`src/rtl/alu_sequencer.sv`:
```
`default_nettype none
// ============================================================================
// Module   : alu_sequencer
// Purpose  : Sequences one ALU operation over the shared 8-bit bus
//            (load A, load B, execute, write back, capture flags).
//            Optional retired-op counter enabled by defining ALU_SEQ_OPCOUNT_EN.
// Revision : 1.0 - initial release
// ============================================================================
module alu_sequencer #(
    parameter int SETTLE_CYCLES = 1
) (
    input  logic        i_clk,
    input  logic        i_reset,
    input  logic        i_start,
    input  logic [1:0]  i_op,
    input  logic [1:0]  i_src_a,
    input  logic [1:0]  i_src_b,
    input  logic [1:0]  i_dst,
    input  logic        i_flag_c,
    input  logic        i_flag_z,
    output logic        o_busy,
    output logic        o_done,
    output logic        o_illegal,
    output logic [1:0]  o_reg_sel,
    output logic        o_reg_out_n,
    output logic        o_reg_in_n,
    output logic        o_load_a_n,
    output logic        o_load_b_n,
    output logic        o_alu_read_n,
    output logic        o_alu_subtract,
    output logic        o_alu_read_flags_n,
    output logic        o_flag_c,
    output logic        o_flag_z
`ifdef ALU_SEQ_OPCOUNT_EN
    ,
    output logic [15:0] o_op_count
`endif
);

    localparam logic [1:0] c_OP_ADD      = 2'b00;
    localparam logic [1:0] c_OP_SUB      = 2'b01;
    localparam logic [1:0] c_OP_CMP      = 2'b10;
    localparam logic [1:0] c_OP_ILL      = 2'b11;
    localparam logic [1:0] c_SETTLE_LAST = 2'(SETTLE_CYCLES - 1);

    typedef enum logic [2:0] {
        S_IDLE   = 3'd0,
        S_LOAD_A = 3'd1,
        S_LOAD_B = 3'd2,
        S_EXEC   = 3'd3,
        S_WRITE  = 3'd4,
        S_FLAGS  = 3'd5,
        S_DONE   = 3'd6
    } state_t;

    state_t     r_state;
    state_t     w_next_state;
    logic [1:0] r_op, r_src_a, r_src_b, r_dst, r_cnt;
    logic [1:0] w_op, w_src_a, w_src_b, w_dst, w_cnt;

    logic       r_busy, r_done, r_illegal, r_reg_out_n, r_reg_in_n;
    logic       r_load_a_n, r_load_b_n, r_alu_read_n, r_alu_subtract, r_alu_read_flags_n;
    logic       r_flag_c, r_flag_z;
    logic [1:0] r_reg_sel;

    logic       w_busy, w_done, w_illegal, w_reg_out_n, w_reg_in_n;
    logic       w_load_a_n, w_load_b_n, w_alu_read_n, w_alu_subtract, w_alu_read_flags_n;
    logic [1:0] w_reg_sel;

    // Outputs are decoded from the state being entered so they are registered
    // and stable for the whole cycle spent in that state.
    always_comb begin
        w_next_state       = r_state;
        w_op               = r_op;
        w_src_a            = r_src_a;
        w_src_b            = r_src_b;
        w_dst              = r_dst;
        w_cnt              = r_cnt;

        case (r_state)
            S_IDLE: begin
                if (i_start) begin
                    w_op         = i_op;
                    w_src_a      = i_src_a;
                    w_src_b      = i_src_b;
                    w_dst        = i_dst;
                    w_next_state = (i_op == c_OP_ILL) ? S_DONE : S_LOAD_A;
                end
            end
            S_LOAD_A: w_next_state = S_LOAD_B;
            S_LOAD_B: begin
                w_next_state = S_EXEC;
                w_cnt        = 2'd0;
            end
            S_EXEC: begin
                if (r_cnt == c_SETTLE_LAST) begin
                    w_next_state = (r_op == c_OP_CMP) ? S_FLAGS : S_WRITE;
                end else begin
                    w_cnt = r_cnt + 2'd1;
                end
            end
            S_WRITE:  w_next_state = S_FLAGS;
            S_FLAGS:  w_next_state = S_DONE;
            S_DONE:   w_next_state = S_IDLE;
            default:  w_next_state = S_IDLE;
        endcase

        w_busy             = (w_next_state != S_IDLE);
        w_done             = (w_next_state == S_DONE);
        w_illegal          = (w_next_state == S_DONE) && (w_op == c_OP_ILL);
        w_reg_sel          = 2'b00;
        w_reg_out_n        = 1'b1;
        w_reg_in_n         = 1'b1;
        w_load_a_n         = 1'b1;
        w_load_b_n         = 1'b1;
        w_alu_read_n       = 1'b1;
        w_alu_subtract     = 1'b0;
        w_alu_read_flags_n = 1'b1;

        case (w_next_state)
            S_LOAD_A: begin
                w_reg_sel   = w_src_a;
                w_reg_out_n = 1'b0;
                w_load_a_n  = 1'b0;
            end
            S_LOAD_B: begin
                w_reg_sel   = w_src_b;
                w_reg_out_n = 1'b0;
                w_load_b_n  = 1'b0;
            end
            S_EXEC: begin
                w_alu_read_n   = 1'b0;
                w_alu_subtract = (w_op != c_OP_ADD);
            end
            S_WRITE: begin
                w_alu_read_n   = 1'b0;
                w_alu_subtract = (w_op == c_OP_SUB);
                w_reg_sel      = w_dst;
                w_reg_in_n     = 1'b0;
            end
            S_FLAGS:  w_alu_read_flags_n = 1'b0;
            default:  ;
        endcase
    end

    always_ff @(posedge i_clk or posedge i_reset) begin
        if (i_reset) begin
            r_state            <= S_IDLE;
            r_op               <= 2'b00;
            r_src_a            <= 2'b00;
            r_src_b            <= 2'b00;
            r_dst              <= 2'b00;
            r_cnt              <= 2'b00;
            r_busy             <= 1'b0;
            r_done             <= 1'b0;
            r_illegal          <= 1'b0;
            r_reg_sel          <= 2'b00;
            r_reg_out_n        <= 1'b1;
            r_reg_in_n         <= 1'b1;
            r_load_a_n         <= 1'b1;
            r_load_b_n         <= 1'b1;
            r_alu_read_n       <= 1'b1;
            r_alu_subtract     <= 1'b0;
            r_alu_read_flags_n <= 1'b1;
            r_flag_c           <= 1'b0;
            r_flag_z           <= 1'b0;
        end else begin
            r_state            <= w_next_state;
            r_op               <= w_op;
            r_src_a            <= w_src_a;
            r_src_b            <= w_src_b;
            r_dst              <= w_dst;
            r_cnt              <= w_cnt;
            r_busy             <= w_busy;
            r_done             <= w_done;
            r_illegal          <= w_illegal;
            r_reg_sel          <= w_reg_sel;
            r_reg_out_n        <= w_reg_out_n;
            r_reg_in_n         <= w_reg_in_n;
            r_load_a_n         <= w_load_a_n;
            r_load_b_n         <= w_load_b_n;
            r_alu_read_n       <= w_alu_read_n;
            r_alu_subtract     <= w_alu_subtract;
            r_alu_read_flags_n <= w_alu_read_flags_n;
            if (r_state == S_FLAGS) begin
                r_flag_c <= i_flag_c;
                r_flag_z <= i_flag_z;
            end
        end
    end

    assign o_busy             = r_busy;
    assign o_done             = r_done;
    assign o_illegal          = r_illegal;
    assign o_reg_sel          = r_reg_sel;
    assign o_reg_out_n        = r_reg_out_n;
    assign o_reg_in_n         = r_reg_in_n;
    assign o_load_a_n         = r_load_a_n;
    assign o_load_b_n         = r_load_b_n;
    assign o_alu_read_n       = r_alu_read_n;
    assign o_alu_subtract     = r_alu_subtract;
    assign o_alu_read_flags_n = r_alu_read_flags_n;
    assign o_flag_c           = r_flag_c;
    assign o_flag_z           = r_flag_z;

`ifdef ALU_SEQ_OPCOUNT_EN
    logic [15:0] r_op_count;

    // Counts retired legal ops; wraps naturally at 16 bits.
    always_ff @(posedge i_clk or posedge i_reset) begin
        if (i_reset) begin
            r_op_count <= 16'h0000;
        end else if ((r_state == S_DONE) && (r_op != c_OP_ILL)) begin
            r_op_count <= r_op_count + 16'h0001;
        end
    end

    assign o_op_count = r_op_count;
`endif

endmodule
`default_nettype wire
```
`config.mk`:
```
export PLATFORM = sky130hd
export DESIGN_NAME = alu_sequencer
export DESIGN_NICKNAME = d
export VERILOG_FILES = /design/src/rtl/alu_sequencer.sv
export SDC_FILE = /design/constraint.sdc
export NUM_CORES = 1
export LEC_CHECK = 0
export BUFFER_PORTS_ARGS = -buffer_cell sky130_fd_sc_hd__buf_2
export CORE_ASPECT_RATIO = 1.1
export CORE_MARGIN = 2
export CORE_UTILIZATION = 50
export DETAILED_ROUTE_END_ITERATION = 7
export PLACE_DENSITY = 0.84
export SLEW_MARGIN = 20
export SYNTH_ARGS = -nofsm -noshare
export SYNTH_HDL_FRONTEND = slang
export SYNTH_SLANG_ARGS = --single-unit
```
`constraint.sdc`:
```
create_clock -name i_clk -period 5.28 [get_ports i_clk]
set_clock_uncertainty 0.1 [all_clocks]
set_input_delay 0.528 -clock i_clk [delete_from_list [all_inputs] [get_ports i_clk]]
set_output_delay 0.528 -clock i_clk [all_outputs]
set_load 0.005 [all_outputs]
```
== Yosys cells after proc, flatten, opt, wreduce, memory -nomap -nowiden ==
Index checks and enable logic that the tools add are counted.

* Add/sub/neg operators: 1
* Equality and inequality tests: 16
* Multiplexer cells: 23
* Reduce and logical (&&, ||, !) cells: 9

{| class="wikitable"
|+ Operators by type and width
! operator !! number
|-
| 2-bit 2-to-1 mux || 9
|-
| 3-bit one-hot mux with 6 select lines || 1
|-
| 3-bit == test (second input constant) || 5
|-
| 3-bit by 2-bit == test with 1-bit output (second input constant) || 4
|-
| 3-bit 2-to-1 mux || 3
|-
| 1-bit 2-to-1 mux || 7
|-
| 2-bit == test (second input constant) || 3
|-
| 3-bit by 1-bit == test with 1-bit output (second input constant) || 2
|-
| 2-bit one-hot mux with 3 select lines || 1
|-
| 2-bit one-hot mux with 2 select lines || 1
|-
| 2-bit nonzero test || 2
|-
| 2-bit OR reduction || 2
|-
| 3-bit zero test || 1
|-
| 3-bit nonzero test || 1
|-
| 2-bit by 1-bit adder with 2-bit output (second input constant) || 1
|-
| 2-bit by 1-bit == test with 1-bit output (second input constant) || 1
|-
| 2-bit zero test || 1
|-
| 2-bit inequality test (second input constant) || 1
|-
| 1-bit one-hot mux with 2 select lines || 1
|-
| 2-bit AND reduction || 1
|-
| 1-bit logical AND || 1
|}

* Bits in registers: 27
* Bits of input ports: 13
* Output and inout port bits: 14
* Logic and storage cells: 68

== Longest topological paths before layout ==
* Word-level depth: 7
* Gate-level depth with buffers: 6
* Depth with buffers taken out: 5

== Worst setup path before layout ==
No wires, ideal clock.

* Kind: input -> register
* From: in i_start
* To: reg r_reg_sel[1], in the netlist o_reg_sel[1]
* Arrival: 1466 ps
* Path slack: 3586 ps
* Stages: 5
* Path through: nor4b_2 buf_6 mux2_2 a32oi_1 o21ai_1

* Elaborated cells between the ends (all ways): 12

{| class="wikitable"
|+ RTL lines
! what !! line !! source
|-
| from (decl) || 14 || <nowiki>input logic i_start,</nowiki>
|-
| 2-bit 2-to-1 mux || 82 || <nowiki>if (i_start) begin</nowiki>
|-
| 2-bit 2-to-1 mux || 80 || <nowiki>case (r_state)</nowiki>
|-
| net w_dst[1] || 59 || <nowiki>logic [1:0] w_op, w_src_a, w_src_b, w_dst, w_cnt;</nowiki>
|-
| 2-bit one-hot mux with 3 select lines || 120 || <nowiki>case (w_next_state)</nowiki>
|-
| net w_reg_sel[1] || 68 || <nowiki>logic [1:0] w_reg_sel;</nowiki>
|-
| to (signal assigned) || 177 || <nowiki>r_reg_sel <= w_reg_sel;</nowiki>
|-
| to (decl) || 64 || <nowiki>logic [1:0] r_reg_sel;</nowiki>
|}

The timed path passes the listed nets, and every way through them passes these cells.
A chain may end at the register's enable or synchronous reset.

== Worst setup path in the final report ==
* From: reg r_state[0]
* To: reg r_reg_sel[1], in the netlist o_reg_sel[1]

* Elaborated cells between the ends (all ways): 16

{| class="wikitable"
|+ RTL lines
! what !! line !! source
|-
| from (decl) || 56 || <nowiki>state_t r_state;</nowiki>
|-
| from (signal assigned) || 168 || <nowiki>r_state <= w_next_state;</nowiki>
|-
| 3-bit zero test || 80 ||
|-
| 2-bit 2-to-1 mux || 80 ||
|-
| net w_dst[1] || 59 ||
|-
| 2-bit one-hot mux with 3 select lines || 120 ||
|-
| net w_reg_sel[1] || 68 ||
|}

The timed path passes the listed nets, and every way through them passes these cells.

==> impl_metrics.env <==
export IMPL_worst_slew_pin_slew_ps=916
export IMPL_nFillCells=169
export IMPL_cts_hold_buf=0
export IMPL_yosys_cell_types_count=35
export IMPL_grt_max_degree=26
export IMPL_final_layout_size_suffix_gt1_share_pct=38.8
export IMPL_end_kind="flip-flop"
export IMPL_worstPathRequired_ps=5390
export IMPL_crit_arrival_ps=2410
export IMPL_drtIter0Drc=7
export IMPL_wl_per_cell_um=14.2
export IMPL_antenna_found_initial=0
export IMPL_run_status="finished clean"
export IMPL_mostFrequentLayoutCells="buf_2 (26), dfrtp_1 (19), inv_1 (10)"
export IMPL_path_cells="nor4b_2 > mux2_2 > a32oi_1 > o21ai_1"
export IMPL_ios=27
export IMPL_slowest_delay_ps=820
export IMPL_leakage_nw=0.599
export IMPL_grt_pass1_wl_um=3370
export IMPL_ctsResizeCount=0
export IMPL_synth_edf_count=0
export IMPL_fin_crit_sh_pct=43.6
export IMPL_synth_net_count=104
export IMPL_power_density_nw_per_um2=526
export IMPL_die_w_um=48.4
export IMPL_slew_viol_final=0
export IMPL_avgSynthCellArea_um2=12.2
export IMPL_syn2layout_area_growth_pct=15.6
export IMPL_drt_pass1_iterations=4
export IMPL_synth_area_um2=1080
export IMPL_hpwl_um=1520
export IMPL_drc_errors=0
export IMPL_synth_warnings=0
export IMPL_fin_util_pct=62.0
export IMPL_place_ws_ps=3010
export IMPL_irDropWorstVdd_mv=0.247
export IMPL_synth_cells=89
export IMPL_final_common_cell="buf_2"
export IMPL_hp_class="in2async"
export IMPL_synth_async_sr_flop_share_pct=100
export IMPL_cts_sinks=25
export IMPL_totalPowerFinal_uw=659
export IMPL_wl_um=2050
export IMPL_coreArea_um2=2020
export IMPL_slew_headroom_pct=38.9
export IMPL_post_route_min_period_ps=2300
export IMPL_ant_nets=0
export IMPL_die_area_um2=2560
export IMPL_slowest_stage="nor4b_2"
export IMPL_detailroute_via_count=770
export IMPL_gp_congestion=0.808
export IMPL_setup_tns_ps=0
export IMPL_insertion_delay_ps=320
export IMPL_cts_buffer_depth=2
export IMPL_fin_nets=132
export IMPL_rsz0062_at_grt="no"
export IMPL_worst_slack_ps=2980
export IMPL_synth_flop_cell="dfrtp_1"
export IMPL_grt_ovfl_total=0
export IMPL_antenna_cells=0
export IMPL_row_count=17
export IMPL_gr_usage_all_layers_pct=18.0
export IMPL_grt_pass1_vias=754
export IMPL_die_h_um=52.8
export IMPL_via_per_inst=5.35
export IMPL_holdWs_ps=280
export IMPL_root_buffer="clkbuf_4"
export IMPL_ys_seq_area_share_pct=58.4
export IMPL_cts_buffers=3
export IMPL_max_cap_viol_count=0
export IMPL_critPathLaunchType="flip-flop"
export IMPL_max_freq_mhz=434
export IMPL_cts_tree="built"
export IMPL_crit_fanout=12
export IMPL_post_cts_buffers=0
export IMPL_hold_violations=0
export IMPL_htree_levels=1
export IMPL_start_util_pct=53.6
export IMPL_port_buffers=26
export IMPL_ys_ff_latch=25
export IMPL_setup_violations_final=0
export IMPL_clk_pin_slew_worst_paths_ps=130
export IMPL_path_class="reg2reg"
[sequential cells by signal, indices dropped and copies added, names as in the netlist, 2 cells and up]
name       count
r_src_b        2
r_state        3
r_cnt          2
r_dst          2
r_op           2
o_reg_sel      2
[final cells by class]
class / count / area (um^2) / share of cell area (%)
Clock buffer: 3 / 22.5 / 1.80
Clock inverter: 1 / 5.00 / 0.400
Multi-Input combinational cell: 50 / 385 / 30.8
Timing Repair Buffer: 26 / 130 / 10.4
Inverter: 11 / 41.3 / 3.30
Tap cell: 28 / 35.0 / 2.80
Sequential cell: 25 / 633 / 50.5
[final timing paths]
check	from	endpoint	slack (ps)	depth (start not counted)
setup / recovery	r_state[0]$_DFF_PP0_	o_reg_sel[1]$_DFF_PP0_	2980	4
hold / removal	i_reset	r_state[0]$_DFF_PP0_	280	2
setup reg to reg	r_state[0]$_DFF_PP0_	o_reg_sel[1]$_DFF_PP0_	2980	4
hold reg to reg	r_src_b[0]$_DFF_PP0_	r_src_b[0]$_DFF_PP0_	420	2
max in group asynchronous	i_reset	r_dst[1]$_DFF_PP0_	4240	2
min in group i_clk	i_src_a[0]	o_reg_sel[0]$_DFF_PP0_	330	3
[routing by layer]
| layer | wire length, um | GRT usage, % | part of all wire (%) | vias to the layer above |
|---|---|---|---|---|
| li1 | - | - | - | 361 |
| met1 | 827 | 19.6 | 40 | 381 |
| met3 | 81 | 2.86 | 4.0 | 7 |
| met5 | 0 | 0 | 0 | - |
| met4 | 80 | 15.2 | 3.9 | 0 |
| met2 | 1060 | 31.3 | 52 | 21 |
[stage by stage]
stage          instance area (um^2)  cells
3_5_place_dp                   1220    140
6_report                       1250    144
2_1_floorplan                  1080     89
5_1_grt                        1250    144
3_3_place_gp                   1220    140
4_1_cts                        1250    144
[cells in the mapped netlist, drive strengths merged, types with 2 or more instances]
master  instances  area share, %
o21ai           4            1.8
a21oi           3            1.4
a32oi           2            1.6
and2            2            1.4
mux2i           4            3.7
buf             3            2.2
inv            11            3.8
mux2            5            5.2
dfrtp          19             44
nand2           6            2.1
ha              2            2.3
and3            2            1.2
nand3           3            1.4
or3             2            1.2
xnor2           2            1.6
dfstp           6             15
[cells by family (layout without fill, tap and decap cells)]
family | after synthesis | in the layout | synth area share (%)
AO/OA/AOI/OAI | 18 | 18 | 12.5
XOR/XNOR | 2 | 2 | 1.62
adder cells (fa/ha/maj) | 2 | 2 | 2.31
buffers and inverters | 14 | 41 | 6.00
flip-flops | 25 | 25 | 58.4
multiplexers | 9 | 9 | 8.89
AND/OR/NAND/NOR | 19 | 19 | 10.3
[worst max-delay path, delay by kind of cell (launching register included)]
kind | cells | cell delay [ps]
DFF | 1 | 530
muxes | 1 | 430
AOI/OAI and AO/OA | 2 | 300
and+or+nand+nor | 1 | 820
[where the power goes]
group | switching (mW) | total, mW | leakage [nW] | internal, mW
registers | 0.0493 | 0.322 | 0.300 | 0.273
logic | 0.134 | 0.252 | 0.281 | 0.118
clock network | 0.0564 | 0.0848 | 0.0177 | 0.0284
Power figures use the tool's default switching activity.
